$ cat config.mk
export PLATFORM = sky130hd
export DESIGN_NAME = pong_engine
export DESIGN_NICKNAME = d
export VERILOG_FILES = /design/src/rtl/pong_engine.sv
export SDC_FILE = /design/constraint.sdc
export NUM_CORES = 1
export LEC_CHECK = 0
export ABC_AREA = 1
export BUFFER_PORTS_ARGS = -buffer_cell sky130_fd_sc_hd__buf_2
export CORE_AREA = 2 2 129 131
export CTS_CLUSTER_SIZE = 10
export DETAILED_ROUTE_END_ITERATION = 10
export DIE_AREA = 0 0 131 133
export MAX_ROUTING_LAYER = met4
export PLACE_DENSITY_LB_ADDON = 0.3
export SYNTH_ARGS = -nofsm -noshare
export SYNTH_HDL_FRONTEND = slang
export SYNTH_SLANG_ARGS = --single-unit
$ cat constraint.sdc
create_clock -name CLK -period 3.14 [get_ports CLK]
set_input_delay 0.314 -clock CLK [delete_from_list [all_inputs] [get_ports CLK]]
set_output_delay 0.314 -clock CLK [all_outputs]
set_load 0.02 [all_outputs]
$ cat src/rtl/pong_engine.sv
// Pong game core: ball/paddle state, collisions, scoring and the IDLE/SERVE/PLAY/OVER sequencer.
// All outputs registered (one cycle after frame_tick/wr_en/start); no backpressure, every strobe is accepted.
module pong_engine #(
    parameter int H_RES        = 640,
    parameter int V_RES        = 480,
    parameter int PAD_H        = 80,
    parameter int PAD_W        = 10,
    parameter int PAD1_X       = 10,
    parameter int PAD2_X       = 620,
    parameter int BALL_SZ      = 8,
    parameter int BALL_SPD     = 2,
    parameter int WIN_SCORE    = 9,
    parameter int SERVE_FRAMES = 60
) (
    input  logic        CLK,
    input  logic        RST_BTN,
    input  logic        frame_tick,
    input  logic        wr_en,
    input  logic [31:0] wr_data,
    input  logic        start,
    output logic [9:0]  ball_x,
    output logic [9:0]  ball_y,
    output logic [9:0]  pad1_y,
    output logic [9:0]  pad2_y,
    output logic [7:0]  score1,
    output logic [7:0]  score2,
    output logic [1:0]  state,
    output logic [31:0] result
);
    typedef enum logic [1:0] {IDLE = 2'd0, SERVE = 2'd1, PLAY = 2'd2, OVER = 2'd3} state_t;

    localparam logic [9:0] CX      = 10'((H_RES - BALL_SZ) / 2);
    localparam logic [9:0] CY      = 10'((V_RES - BALL_SZ) / 2);
    localparam logic [9:0] PMAX    = 10'(V_RES - PAD_H);
    localparam logic [9:0] PMID    = 10'((V_RES - PAD_H) / 2);
    localparam logic [9:0] YMAX    = 10'(V_RES - BALL_SZ);
    localparam logic [9:0] HIT_L_X = 10'(PAD1_X + PAD_W);
    localparam logic [9:0] HIT_R_X = 10'(PAD2_X - BALL_SZ);
    localparam logic [9:0] SF      = 10'(SERVE_FRAMES);
    localparam logic [7:0] WIN     = 8'(WIN_SCORE);

    localparam logic signed [11:0] S_SPD  = 12'(BALL_SPD);
    localparam logic signed [11:0] S_B    = 12'(BALL_SZ);
    localparam logic signed [11:0] S_PH   = 12'(PAD_H);
    localparam logic signed [11:0] S_P1L  = 12'(PAD1_X);
    localparam logic signed [11:0] S_P1R  = 12'(PAD1_X + PAD_W);
    localparam logic signed [11:0] S_P2L  = 12'(PAD2_X);
    localparam logic signed [11:0] S_P2R  = 12'(PAD2_X + PAD_W);
    localparam logic signed [11:0] S_H    = 12'(H_RES);
    localparam logic signed [11:0] S_YMAX = 12'(V_RES - BALL_SZ);

    state_t      st_q, st_d;
    logic [9:0]  bx_q, bx_d, by_q, by_d, p1_q, p1_d, p2_q, p2_d, cnt_q, cnt_d;
    logic [7:0]  s1_q, s1_d, s2_q, s2_d;
    logic        dx_q, dx_d, dy_q, dy_d;

    logic signed [11:0] bx_s, by_s, p1_s, p2_s, nx, ny;
    logic [9:0]  wr_y, vy;
    logic        vdy, ov1, ov2, hit1, hit2, miss1, miss2;
    logic        unused_wr;

    assign unused_wr = ^wr_data[31:11];

    assign bx_s = signed'({2'b00, bx_q});
    assign by_s = signed'({2'b00, by_q});
    assign p1_s = signed'({2'b00, p1_q});
    assign p2_s = signed'({2'b00, p2_q});
    assign nx   = dx_q ? bx_s + S_SPD : bx_s - S_SPD;
    assign ny   = dy_q ? by_s + S_SPD : by_s - S_SPD;
    assign wr_y = (wr_data[9:0] > PMAX) ? PMAX : wr_data[9:0];

    // Collisions look at the registered paddles, so a same-cycle write only affects later frames.
    assign ov1   = (by_s + S_B > p1_s) && (by_s < p1_s + S_PH);
    assign ov2   = (by_s + S_B > p2_s) && (by_s < p2_s + S_PH);
    assign hit1  = !dx_q && (nx <= S_P1R) && (nx + S_B > S_P1L) && ov1;
    assign hit2  = dx_q && (nx + S_B >= S_P2L) && (nx < S_P2R) && ov2;
    assign miss1 = !hit1 && !hit2 && (nx <= 12'sd0);
    assign miss2 = !hit1 && !hit2 && (nx + S_B >= S_H);

    always_comb begin
        vy  = ny[9:0];
        vdy = dy_q;
        if (ny <= 12'sd0) begin
            vy  = '0;
            vdy = 1'b1;
        end else if (ny >= S_YMAX) begin
            vy  = YMAX;
            vdy = 1'b0;
        end
    end

    always_comb begin
        st_d  = st_q;
        bx_d  = bx_q;
        by_d  = by_q;
        p1_d  = p1_q;
        p2_d  = p2_q;
        cnt_d = cnt_q;
        s1_d  = s1_q;
        s2_d  = s2_q;
        dx_d  = dx_q;
        dy_d  = dy_q;
        if (wr_en) begin
            if (wr_data[10]) p2_d = wr_y;
            else             p1_d = wr_y;
        end
        case (st_q)
            IDLE: if (start) begin
                st_d  = SERVE;
                cnt_d = '0;
            end
            SERVE: if (frame_tick) begin
                cnt_d = cnt_q + 10'd1;
                if (cnt_d == SF) st_d = PLAY;
            end
            PLAY: if (frame_tick) begin
                if (miss1 || miss2) begin
                    // Point scored: dy is deliberately left as it was before this frame.
                    bx_d  = CX;
                    by_d  = CY;
                    cnt_d = '0;
                    if (miss1) begin
                        dx_d = 1'b0;
                        s2_d = s2_q + 8'd1;
                    end else begin
                        dx_d = 1'b1;
                        s1_d = s1_q + 8'd1;
                    end
                    st_d = (s1_d == WIN || s2_d == WIN) ? OVER : SERVE;
                end else begin
                    by_d = vy;
                    dy_d = vdy;
                    if (hit1) begin
                        bx_d = HIT_L_X;
                        dx_d = 1'b1;
                    end else if (hit2) begin
                        bx_d = HIT_R_X;
                        dx_d = 1'b0;
                    end else begin
                        bx_d = nx[9:0];
                    end
                end
            end
            OVER: if (start) begin
                s1_d  = '0;
                s2_d  = '0;
                bx_d  = CX;
                by_d  = CY;
                dx_d  = 1'b1;
                dy_d  = 1'b1;
                cnt_d = '0;
                st_d  = SERVE;
            end
            default: ;
        endcase
    end

    always_ff @(posedge CLK or posedge RST_BTN) begin
        if (RST_BTN) begin
            st_q  <= IDLE;
            bx_q  <= CX;
            by_q  <= CY;
            p1_q  <= PMID;
            p2_q  <= PMID;
            cnt_q <= '0;
            s1_q  <= '0;
            s2_q  <= '0;
            dx_q  <= 1'b1;
            dy_q  <= 1'b1;
        end else begin
            st_q  <= st_d;
            bx_q  <= bx_d;
            by_q  <= by_d;
            p1_q  <= p1_d;
            p2_q  <= p2_d;
            cnt_q <= cnt_d;
            s1_q  <= s1_d;
            s2_q  <= s2_d;
            dx_q  <= dx_d;
            dy_q  <= dy_d;
        end
    end

    assign ball_x = bx_q;
    assign ball_y = by_q;
    assign pad1_y = p1_q;
    assign pad2_y = p2_q;
    assign score1 = s1_q;
    assign score2 = s2_q;
    assign state  = st_q;
    assign result = {13'b0, (st_q == OVER), st_q, s2_q, s1_q};
endmodule

# Yosys cells after proc, flatten, opt, wreduce, memory -nomap -nowiden

Cells that the tools add are included.

Muxes and demuxes: 54
Div/mod/pow operators: 0
$lt $le $gt $ge: 13
$mul: 0
Bitwise logic cells: 1
Add/sub/neg operators: 11
Shift-type cells: 0
Equal/unequal tests: 15
Reductions and logical operators: 27

Operators by type and width:

| operator              | number |
|---|---|
| $mux 10               | 15 |
| $mux 8                | 13 |
| $pmux 10 s2           | 2 |
| $pmux 8 s2            | 2 |
| $pmux 10 s3           | 1 |
| $ge 12x11->1 const B  | 2 |
| $le 12x1->1 const B   | 2 |
| $mux 12               | 2 |
| $add 10x2->11 const B | 2 |
| $add 10x7->11 const B | 2 |
| $lt 10x11->1          | 2 |
| $sub 10x2->11 const B | 2 |
| $add 8x1->8 const B   | 2 |
| $eq 8x4->1 const B    | 2 |
| $add 12x5->12 const B | 1 |
| $ge 12x10->1 const B  | 1 |
| $gt 12x11->1          | 1 |
| $gt 12x5->1 const B   | 1 |
| $le 12x6->1 const B   | 1 |
| $lt 12x11->1 const B  | 1 |
| $mux 2                | 6 |
| $ne 2x2->1 const B    | 6 |
| $reduce_and 4->1      | 3 |
| $add 10x4->11 const B | 1 |
| 22 further kinds      | 48 |

Input bits: 37
Logic and storage cells: 131
Register bits after elaboration: 70
Memory bits (read-only): 0
Output and inout bits: 90
RAM bits: 0
Memories: 0
Bits in latches: 0

# Logic depth before layout (Yosys ltp)

Depth in word-level cells: 20
Mapped depth: 27
Mapped depth without buffers: 26

# Least setup slack after synthesis

No wires, ideal clock.

Kind: reg-to-reg
Start: register by_q[3], in the netlist ball_y[3]
End: register s1_q[2], in the netlist score1[2]
Data required time: 3.012 ns
Library setup time: 0.128 ns
Period minus slack after synthesis: 3.397 ns
Arrival: 3.269 ns
Slack: -0.257 ns
Stages on the path, launching flop included: 23
Path buffers: 1
Cell sequence: dfstp_2 -> ha_1 -> inv_1 -> nor3_1 -> nand3_1 -> xor2_1 -> ha_1 -> nand2_1 -> inv_1 -> nand2_1 -> o21ai_0 -> o21ai_0 -> nor2_1 -> nand3_1 -> a21oi_2 -> nand2_2 -> nand2_2 -> inv_2 -> a21oi_4 -> nand2_4 -> nand2_2 -> buf_4 -> o22ai_2

Cells in the longest elaborated chain, start to end: 14
Elaborated cells between the ends (all ways): 24
Those cells by class: 1 x add/sub; 4 x order compare; 1 x eq/ne; 7 x mux; 11 x reduce/logical

Ends and longest elaborated chain:

| item                                         | line   | RTL |
|---|---|---|
| start: declaration                           | 53     | `logic [9:0] bx_q, bx_d, by_q, by_d, p1_q, p1_d, p2_q, p2_d, cnt_q, cnt_d;` |
| start signal: assignment                     | 173    | `by_q <= by_d;` |
| $add 10x4->11                                | 73, 74 |  |
| $gt 12x11->1 or $gt 11x10->1 (tied branches) | 73, 74 |  |
| $logic_and 1x1->1 (on tied branches)         | 73, 74 |  |
| $logic_and 1x1->1 (on tied branches)         | 75, 76 |  |
| $logic_not 1->1                              | 77, 78 |  |
| $logic_and 1x1->1 (*)                        | 77, 78 |  |
| $logic_and 1x1->1                            | 77     | `assign miss1 = !hit1 && !hit2 && (nx <= 12'sd0);` |
| $mux 8                                       | 122    | `if (miss1) begin` |
| $mux 8                                       | 117    | `if (miss1 \|\| miss2) begin` |
| $mux 8                                       | 116    | `PLAY: if (frame_tick) begin` |
| $mux 8                                       | 107    | `case (st_q)` |
| $mux 8                                       | 117    |  |
| $mux 8                                       | 116    |  |
| $pmux 8 s2                                   | 107    |  |
| end signal: assignment                       | 166    | `s1_q <= '0;` |
| end signal: assignment                       | 177    | `s1_q <= s1_d;` |
| end: declaration                             | 54     | `logic [7:0] s1_q, s1_d, s2_q, s2_d;` |

Mark *: on every way between the ends. The rest lies on a longest branch, timed or not. The select of a mux whose other input is x is not followed.
A chain may end at the register's enable or synchronous reset.

# Worst setup path in the final report

Start: register by_q[3], in the netlist ball_y[3]
End: register s2_q[0], in the netlist score2[0]

Cells in the longest elaborated chain, start to end: 14
Elaborated cells between the ends (all ways): 24
Those cells by class: 1 x add/sub; 4 x order compare; 1 x eq/ne; 7 x mux; 11 x reduce/logical

Ends and longest elaborated chain:

| item                                         | line   | RTL |
|---|---|---|
| $add 10x4->11                                | 73, 74 |  |
| $gt 12x11->1 or $gt 11x10->1 (tied branches) | 73, 74 |  |
| $logic_and 1x1->1 (on tied branches)         | 73, 74 |  |
| $logic_and 1x1->1 (on tied branches)         | 75, 76 |  |
| $logic_not 1->1                              | 77, 78 |  |
| $logic_and 1x1->1 (*)                        | 77, 78 |  |
| $logic_and 1x1->1                            | 77     |  |
| $mux 8                                       | 122    |  |
| $mux 8                                       | 117    |  |
| $mux 8                                       | 116    |  |
| $mux 8                                       | 107    |  |
| $mux 8                                       | 117    |  |
| $mux 8                                       | 116    |  |
| $pmux 8 s2                                   | 107    |  |
| end signal: assignment                       | 167    | `s2_q <= '0;` |
| end signal: assignment                       | 178    | `s2_q <= s2_d;` |
| end: declaration                             | 54     |  |

Marked as above.

==> flow_summary_export.csv <==
group,metric,value,unit
status,outcome,"complete, but fails checks",
status,violations,"setup timing",
sta,setup_viol,47,
layout,drive_above_1_share,27.2,%
die,initial_core_util,38.9,%
sta,finalHoldViolCount,0,
synth,syn-mean-instance-area,6.98,um2
sta,drv_slew,0,
power_and_ir_drop,sw_frac_of_total,49.8,%
sta,fin_crit_sh,110,%
grt,grt_use_met2,29.6,%
job,maxCapViolations,0,
clock_network,clkTransAtPathRegs,0.06,ns
synth,ys_seq_elements,68,
layout,fin_cells,1286,
setup_path,worstSetupStartpointType,"register",
clock_network,cts_tree,"built",
setup_path,arrival,3.69,ns
grt,grt_pass1_wl,27.4,mm
grt,top_usage_layer,"met2",
route,wirelength,16.8,mm
power_and_ir_drop,power.switching,3520,uW
setup_path,cp_data_required_time,3.38,ns
power_and_ir_drop,clock_power_share,13.9,%
clock_network,cts_max_level,3,
power_and_ir_drop,p_leak,0.00423,uW
grt,grt_pass1_vias,5616,
setup_path,endpoint_kind,"register",
setup_path,worstReg2RegEnd,"score2[0]",
sta,layout_min_cycle_time,3.45,ns
route,first_iter_violations,348,
setup_path,critical-path-slowest-cell,"dfstp_2",
die,core,0.0162,mm2
setup_path,cp_top_family,"simple AND/OR/NAND/NOR gates",
sta,max_clock_freq,290,MHz
synth,synthCells,900,
clock_network,cts_hold_buf,0,
clock_network,cts_sinks,68,
layout,layout.nets,1148,
synth,yosysWarningCount,0,
power_and_ir_drop,p_seq_share,20.1,%
synth,synth.distinct_cells,45,
clock_network,clockRootBuffer,"clkbuf_16",
power_and_ir_drop,power.internal,3540,uW
synth,syn_area,0.00628,mm2
layout,n_antenna_cell,0,
sta,rsz0062_at_grt,"yes",
die,chipWidth,131,um
setup_path,r2r-start,"ball_y[3]",
layout,areaGrowthSynthToFinish,26.1,%
setup_path,r2r_slack,-0.31,ns
synth,synth_edf_count,0,
place,dp_hpwl,12.6,mm
power_and_ir_drop,worst_ir_drop_vdd,541,uV
sta,slew_headroom,43.9,%
setup_path,rr_worst_depth,23,
place,port-buffer-count,90,
sta,setup_ws,-0.311,ns
power_and_ir_drop,p_per_area,891,mW/mm2
place,gp_congestion,0.888,
sta,timing.hold.ws,0.140,ns
die,rows,47,
setup_path,path_class,"reg2reg",
grt,grt-ovfl-total,0,
place,post-place-cells,1258,
route,route.detailed.drc,0,
setup_path,path_cells,"ha_4 -> inv_2 -> nor3_4 -> nand3_1 -> xor2_1 -> ha_1 -> nand2_1 -> inv_2 -> nand2_1 -> o21ai_1 -> o21ai_1 -> nor2_1 -> nand3_1 -> a21oi_2 -> nand2_2 -> nand2_2 -> inv_2 -> a21oi_4 -> nand2_4 -> buf_12 -> buf_4 -> nand3_1 -> o21ai_2",
hold_path,hold_path.class,"in2async",
route,num_vias,6159,
setup_path,critical_path_buf_inv_count,5,
synth,synthArstFlopShare,100,%
grt,antenna_found_initial,0,
grt,grt_util_met3,3.32,%
route,via_per_inst,4.79,
die,die_h,133,um
die,die_area,0.0174,mm2
synth,synth_top_flop_cell,"dfrtp_1",
grt,track_usage,20.3,%
grt,grt_max_degree,38,
sta,worstMarginPinSlew,0.841,ns
power_and_ir_drop,p_comb_share,66.0,%
synth,seq_area_frac_synth,27.4,%
sta,fin_skew,0.0123,ns
route,wl_per_cell,13.0,um
setup_path,crit_fanout,5,
clock_network,cts.path.max_buffers,2,
route,drtAntennaViolNets,0,
clock_network,cts_made_buffers,9,
route,first_pass_iters,5,
clock_network,clk_latency,0.35,ns
grt,met1_usage,28.6,%
die,boundaryPins,127,
setup_path,crit_path_max_incr_delay,0.57,ns
==> layout make-up <==
| class | count | area (um2) |
|---|---|---|
| Timing Repair Buffer | 185 | 1220 |
| Tap cell | 220 | 275 |
| Clock inverter | 4 | 25.0 |
| Multi-Input combinational cell | 655 | 3890 |
| Sequential cell | 68 | 1720 |
| Fill cell | 1600 | 8240 |
| Clock buffer | 12 | 256 |
| Inverter | 142 | 538 |
==> cells in the mapped netlist (all sizes together), types with 2 or more instances <==
library cell | number | area share, %
nand2 | 220 | 14
inv | 141 | 8.4
o21ai | 77 | 6.4
nand3 | 73 | 6.1
nor2 | 61 | 4.0
dfrtp | 50 | 20
ha | 50 | 10
buf | 46 | 5.5
xor2 | 38 | 5.3
nand4 | 31 | 3.1
a21oi | 30 | 2.6
dfstp | 18 | 7.5
nor3 | 15 | 1.2
o22ai | 15 | 2.4
clkbuf | 5 | 0.30
nand3b | 4 | 0.48
o21bai | 4 | 0.48
xnor2 | 4 | 0.56
nor4 | 3 | 0.30
a21boi | 2 | 0.30
a31oi | 2 | 0.20
o21a | 2 | 0.24
or2 | 2 | 0.20
==> cell families (layout without fill, tap and decap cells) <==
kind of cell | after synthesis | count (layout) | synth area share, %
other | 1 | 15 | 0.0597
AO/OA/AOI/OAI | 136 | 136 | 13.1
AND/OR/NAND/NOR | 410 | 412 | 29.3
XOR/XNOR | 42 | 42 | 5.85
flip-flops | 68 | 68 | 27.4
buffers and inverters | 193 | 343 | 14.3
adder cells (fa/ha/maj) | 50 | 50 | 9.95
==> stage by stage <==
stage	utilization, %	power (uW)	instance area, um2	setup slack, ns	TNS, ns
final	49.0	7060	7930	-0.311	-10.48
after global routing	49.0	7680	7930	-0.564	-22.57
after CTS	48.4	6920	7830	-0.222	-8.14
after detailed placement	45.8	5720	7410	-0.292	-8.40
after global placement	45.8	5670	7410	-0.211	-5.10
after floorplan	-	4380	6380	-0.0558	-0.526
==> metal layers <==
| metal | share of wire [%] | vias to the layer above |
|---|---|---|
| li1 | - | 3225 |
| met1 | 50 | 2780 |
| met2 | 44 | 136 |
| met3 | 4.3 | 18 |
| met4 | 1.6 | 0 |
| met5 | 0 | - |
==> state kept, by name, summed over array words and instances, names as in the netlist <==
register / cells
ball_x: 9
ball_y: 9
cnt_q: 10
dx_q: 1
dy_q: 1
pad1_y: 10
pad2_y: 10
score1: 8
score2: 8
state: 2
==> worst register-to-register path, delay by kind of cell (launching register included) <==
family	cells	cell delay, ns
AOI/OAI and AO/OA	5	0.61
xor gates and xnor gates	1	0.17
adders and majority gates	2	0.45
buffers and inverters	5	0.46
DFF	1	0.57
and+or+nand+nor	10	1.10
==> how the worst max path moves through the flow <==
| stage | from | end | depth (start not counted) |
|---|---|---|---|
| 6_report | ball_y[3] | score2[0] | 23 |
| 5_1_grt | ball_y[3] | dx_q | 23 |
| 4_1_cts | ball_y[3] | ball_y[3] | 24 |
| 3_5_place_dp | ball_y[3] | ball_y[4] | 22 |
| 3_3_place_gp | ball_y[3] | state[1] | 25 |
| 2_1_floorplan | ball_y[3] | score2[0] | 23 |
==> repair_timing <==
item	4_1_cts	5_1_grt
endpoints found under the setup margin	47	47
gates cloned	1	1
pin swaps	3	1
setup buffers	5	5
resized for setup	31	8
==> cells in the final DEF (no fill, tap or decap), types with 6 or more instances in the layout <==
| cell | n |
|---|---|
| buf_4 | 90 |
| inv_2 | 8 |
| ha_1 | 49 |
| conb_1 | 15 |
| dfstp_2 | 18 |
| o21ai_2 | 6 |
| inv_1 | 132 |
| a21oi_2 | 6 |
| o21ai_1 | 29 |
| nand2_1 | 205 |
| nor2_2 | 6 |
| nand4_1 | 31 |
| nand3_1 | 68 |
| buf_2 | 90 |
| nor3_1 | 13 |
| dfrtp_1 | 50 |
| o21ai_0 | 42 |
| xor2_1 | 38 |
| nand2_2 | 10 |
| nor2_1 | 53 |
| o22ai_2 | 12 |
| a21oi_1 | 23 |
| clkbuf_16 | 9 |
==> power by group through the flow <==
stage / clock [uW] / combinational (uW) / sequential (uW)
final: 981 / 4660 / 1420
after detailed placement: 0 / 4290 / 1430
after global routing: 1040 / 5180 / 1460
after CTS: 1000 / 4500 / 1420
after floorplan: 0 / 2810 / 1570
after global placement: 0 / 4240 / 1430
(Power assumes the default switching activity.)
